==> config.mk <==
export PLATFORM = sky130hd
export DESIGN_NAME = fetch_unit
export DESIGN_NICKNAME = d
export VERILOG_FILES = /design/src/rtl/fetch_unit.sv
export SDC_FILE = /design/constraint.sdc
export NUM_CORES = 1
export LEC_CHECK = 0
export ABC_AREA = 1
export CAP_MARGIN = 20
export CORE_MARGIN = 3
export CORE_UTILIZATION = 30
export DETAILED_ROUTE_END_ITERATION = 6
export PLACE_DENSITY = 0.47
export SYNTH_ARGS = -nofsm -noshare
export SYNTH_HDL_FRONTEND = slang
export SYNTH_SLANG_ARGS = --single-unit
==> constraint.sdc <==
create_clock -name clk_i -period 1.8 [get_ports clk_i]
set_input_delay 0.27 -clock clk_i [delete_from_list [all_inputs] [get_ports clk_i]]
set_output_delay 0.27 -clock clk_i [all_outputs]
set_load 0.02 [all_outputs]
==> src/rtl/fetch_unit.sv <==
// Instruction fetch stage: owns the PC, holds the icache address until data_ok,
// and queues {pc, instr} pairs for decode. Redirects flush the queue and retarget.
module fetch_unit #(
    parameter logic [31:0] RESET_PC = 32'h8000_0000,
    parameter int          DEPTH    = 4
) (
    input  logic        clk_i,
    input  logic        rst_n,
    output logic [31:0] instr_addr_o,
    input  logic        instr_data_ok_i,
    input  logic [31:0] instr_data_i,
    input  logic        redirect_valid_i,
    input  logic [31:0] redirect_pc_i,
    output logic        out_valid_o,
    input  logic        out_ready_i,
    output logic [31:0] out_pc_o,
    output logic [31:0] out_instr_o
);

    localparam int PW = $clog2(DEPTH);
    localparam logic [PW:0] FULL = (PW + 1)'(DEPTH);

    logic [31:0]   pc;
    logic          pend;
    logic [31:0]   pend_pc;
    logic [31:0]   q_pc    [DEPTH];
    logic [31:0]   q_instr [DEPTH];
    logic [PW-1:0] rd_ptr;
    logic [PW-1:0] wr_ptr;
    logic [PW:0]   count;

    logic [31:0] redir_tgt;
    logic        pop;
    logic        room;
    logic        push;

    // A redirect cycle cancels any handshake, so pop and push are both masked by it.
    assign redir_tgt = {redirect_pc_i[31:2], 2'b00};
    assign pop       = (count != '0) && out_ready_i && !redirect_valid_i;
    assign room      = (count != FULL) || pop;
    assign push      = instr_data_ok_i && !redirect_valid_i && !pend && room;

    always_ff @(posedge clk_i or negedge rst_n) begin
        if (!rst_n) begin
            pc      <= RESET_PC;
            pend    <= 1'b0;
            pend_pc <= '0;
            rd_ptr  <= '0;
            wr_ptr  <= '0;
            count   <= '0;
            for (int i = 0; i < DEPTH; i++) begin
                q_pc[i]    <= '0;
                q_instr[i] <= '0;
            end
        end else if (redirect_valid_i) begin
            rd_ptr <= '0;
            wr_ptr <= '0;
            count  <= '0;
            // The address may only move when the in-flight access completes.
            if (instr_data_ok_i) begin
                pc   <= redir_tgt;
                pend <= 1'b0;
            end else begin
                pend    <= 1'b1;
                pend_pc <= redir_tgt;
            end
        end else begin
            if (instr_data_ok_i && pend) begin
                pc   <= pend_pc;
                pend <= 1'b0;
            end else if (push) begin
                pc <= pc + 32'd4;
            end
            if (push) begin
                q_pc[wr_ptr]    <= pc;
                q_instr[wr_ptr] <= instr_data_i;
                wr_ptr          <= wr_ptr + PW'(1);
            end
            if (pop) begin
                rd_ptr <= rd_ptr + PW'(1);
            end
            if (push && !pop) begin
                count <= count + (PW + 1)'(1);
            end else if (pop && !push) begin
                count <= count - (PW + 1)'(1);
            end
        end
    end

    assign instr_addr_o = pc;
    assign out_valid_o  = (count != '0);
    assign out_pc_o     = q_pc[rd_ptr];
    assign out_instr_o  = q_instr[rd_ptr];

endmodule

==> results of run 1 <==
==> stage by stage <==
| stage | hold slack (ns) | setup slack, ns | power (uW) | std cells |
|---|---|---|---|---|
| floorplan | -0.02559 | -0.01377 | 15350 | 1852 |
| global placement | 0.2456 | -0.2920 | 19630 | 2665 |
| detailed placement | 0.2446 | -0.2949 | 19760 | 2665 |
| CTS | 0.2470 | -0.4338 | 28380 | 2747 |
| global route | 0.2530 | -0.4775 | 31310 | 2804 |
| finish | 0.2216 | -0.4221 | 29620 | 2805 |
==> cell families after synthesis <==
group	Yosys count
other	1
AO/OA/AOI/OAI	493
XOR/XNOR	6
adder cells (fa/ha/maj)	6
multiplexers	13
AND/OR/NAND/NOR	776
buffers and inverters	238
flip-flops	316
==> flip-flops by register name, summed over array words and instances, names as in the netlist <==
register      count
instr_addr_o     30
pend_pc          30
wr_ptr            2
count             3
pend              1
q_instr         128
rd_ptr            2
q_pc            120
==> worst max-delay path by stage <==
stage | startpoint | endpoint | cells past startpoint
2_1_floorplan | count[0] | count[2] | 12
3_3_place_gp | rd_ptr[0] | out_pc_o[7] | 5
3_5_place_dp | rd_ptr[0] | out_pc_o[7] | 5
4_1_cts | rd_ptr[1] | out_pc_o[20] | 5
5_1_grt | rd_ptr[0] | out_instr_o[11] | 5
6_report | rd_ptr[1] | out_pc_o[16] | 5
==> what timing repair did <==
action | CTS | global route
hold buffers | 1 | 0
resized for setup | 482 | 282
endpoints found under the setup margin | 114 | 152
pin swaps | 13 | 14
setup buffers | 7 | 10
gates cloned | 5 | 48
hold endpoints to repair | 42 | 0
==> synthesized netlist by cell type, drive strengths merged <==
master and instances:
a21oi 19, a31oi 1, and2 1, buf 46, clkbuf 72, clkinv 1
conb 1, dfrtp 315, dfstp 1, fa 1, ha 5, inv 119
mux2 13, nand2 487, nand3 45, nand3b 1, nand4 2, nor2 237
nor3 2, o211ai 3, o21ai 408, o22ai 62, or2 1, xnor2 2
xor2 4
==> worst max-delay path: cells and delay by family (launching register included) <==
| family | cells | cell delay [ns] |
|---|---|---|
| buffers and inverters | 3 | 0.54 |
| DFF | 1 | 0.47 |
| AOI/OAI and AO/OA | 2 | 0.39 |
==> where the power goes <==
part / total (uW) / leakage, uW / switching, uW / internal, uW
logic: 11400 / 0.00556 / 6190 / 5170
registers: 10400 / 0.00407 / 1450 / 8940
clock network: 7870 / 0.000629 / 3180 / 4690
==> metal layers <==
layer  vias up  GRT usage [%]  wire, um
li1       6639              -         -
met4         0          6.354      1396
met2       358          27.95     26390
met1      6758          24.66     24960
met3        84          3.141      2464
met5         -              0         0
==> area by class of cell <==
type | instances | area [um2] | area share [%]
sequential | 316 | 7919 | 36.06
multi-input combinational | 1304 | 7296 | 33.22
timing repair buffer | 339 | 4182 | 19.04
clock buffer | 59 | 1150 | 5.236
tap | 656 | 820.8 | 3.737
inverter | 120 | 473.0 | 2.154
clock inverter | 10 | 118.9 | 0.5412
antenna | 1 | 2.502 | 0.01139
==> qor.yml, run 1 <==
run_status:
  status: "finished, violations left"
  violations: "negative setup slack"
placed_design:
  gp_congestion: 0.8132
  portBuffers: 159
  hpwl_um: 30430
  placed_cell_area_mm2: 0.01827
logic_synthesis:
  syn_inst: 1849
  synthTopCellsByArea: "dfrtp_1 (53%), nand2_1 (12%), o21ai_1 (8.1%)"
  synth-xor-area-share_pct: 0.3537
  synth_top_family_by_area: "simple AND/OR/NAND/NOR gates"
  synth_largest_area_cell: "dfrtp_1"
  yosys.area_share.simple_pct: 20.38
  synth_compound_area_share_pct: 17.24
  ys_types: 36
  synthAdderAreaFrac_pct: 0.5558
  synth_top_area_share_pct: 53.06
  seq_area_frac_synth_pct: 53.23
  synth_mux_area_share_pct: 0.9853
  syn_area_mm2: 0.01486
  synth_area_per_cell_um2: 8.035
  synth_warnings: 0
  ys_ff_latch: 316
setup_path:
  critPathSlowestCell: "dfrtp_2"
  max_stage_delay_ns: 0.47
  ff2ff_setup_slack_ns: -0.06
  crit_fanout: 9
  worstPathRequired_ns: 1.53
  cp-end-kind: "output port"
  crit_type: "reg2out"
  r2r-start: "count[0]"
  r2r_cells: 12
  timing.rr.end: "q_pc[73]"
  path_cells: "buf_4 -> buf_4 -> o21ai_2 -> o22ai_2 -> buf_6"
  critPathMostFrequentCell: "buf_4"
  critical_path_arrival_ns: 1.95
  start_kind: "register"
clock_network:
  clk_pin_slew_ns: 0.06
  cts_buffers: 38
  clock_sinks: 316
  max-clock-path-buffers: 3
  ctsRootBufferMaster: "clkbuf_16"
  clock_latency_ns: 0.57
  htreeDepth: 2
  cts_tree: "built"
timing:
  hold_viol_final: 0
  fin_ws_ns: -0.4221
  rsz0062_at_grt: "yes"
  layout_min_cycle_time_ns: 2.222
  fin_worst_skew_ns: 0.02728
  relSlewSlack_pct: 62.32
  drv_slew: 0
  setup_tns_ns: -23.62
  finalSetupViolations: 149
  tightestPinTransition_ns: 0.5652
  post-route-period-util_pct: 123.5
  fmax_mhz: 450.0
detailed_routing:
  viasPerCell: 4.934
  postRouteAntennaNets: 0
  dr.first_iter.drc_count: 786
  route.detailed.drc: 0
  wl_per_cell_um: 19.68
  num_vias: 13840
  drt-total-wl_um: 55200
  firstDrtPassIters: 5
floorplan:
  initial_core_util_pct: 30.73
  die_h_um: 228.5
  rows: 80
  die-width_um: 228.5
  dieArea_mm2: 0.05223
  ios: 166
  fp.coreArea_mm2: 0.04835
global_routing:
  antenna_found_initial: 1
  grt_pass1_vias: 12910
  gr-total-overflow: 0
  grt_pass1_wl_um: 74720
  grt_max_degree: 60
  grt_util_all_layers_pct: 17.77
min_path:
  hp-class: "in2async"
layout:
  fillers: 4706
  area.growth.synth_to_final_pct: 47.82
  stdcell_area_mm2: 0.02196
  finish.utilization_pct: 45.42
  final_common_cell: "nand2_1"
  final_cell_mix: "nand2_1 (415), dfrtp_1 (309), o21ai_1 (220)"
  drive_above_1_share_pct: 28.63
  nets: 2194
power:
  cellLeakagePower_uw: 0.01027
  power_density_mw_per_mm2: 1349
  peakVddDrop_uv: 577.0
run:
  max_cap_viol_count: 0
(Power assumes the default switching activity.)
==> run 2: changes to the inputs <==
--- a/config.mk
+++ b/config.mk
@@ -11,6 +11,7 @@
 export CORE_UTILIZATION = 30
 export DETAILED_ROUTE_END_ITERATION = 6
 export PLACE_DENSITY = 0.47
+export SLEW_MARGIN = 20
 export SYNTH_ARGS = -nofsm -noshare
 export SYNTH_HDL_FRONTEND = slang
 export SYNTH_SLANG_ARGS = --single-unit
==> results of run 2 <==
No change in the layout: final DEF, timing and power equal those of run 1.
==> run 3: changes to the inputs <==
--- a/config.mk
+++ b/config.mk
@@ -10,6 +10,7 @@
 export CORE_MARGIN = 3
 export CORE_UTILIZATION = 30
 export DETAILED_ROUTE_END_ITERATION = 6
+export GPL_ROUTABILITY_DRIVEN = 1
 export PLACE_DENSITY = 0.47
 export SLEW_MARGIN = 20
 export SYNTH_ARGS = -nofsm -noshare
==> results of run 3 <==
No change in the layout: final DEF, timing and power equal those of run 1.
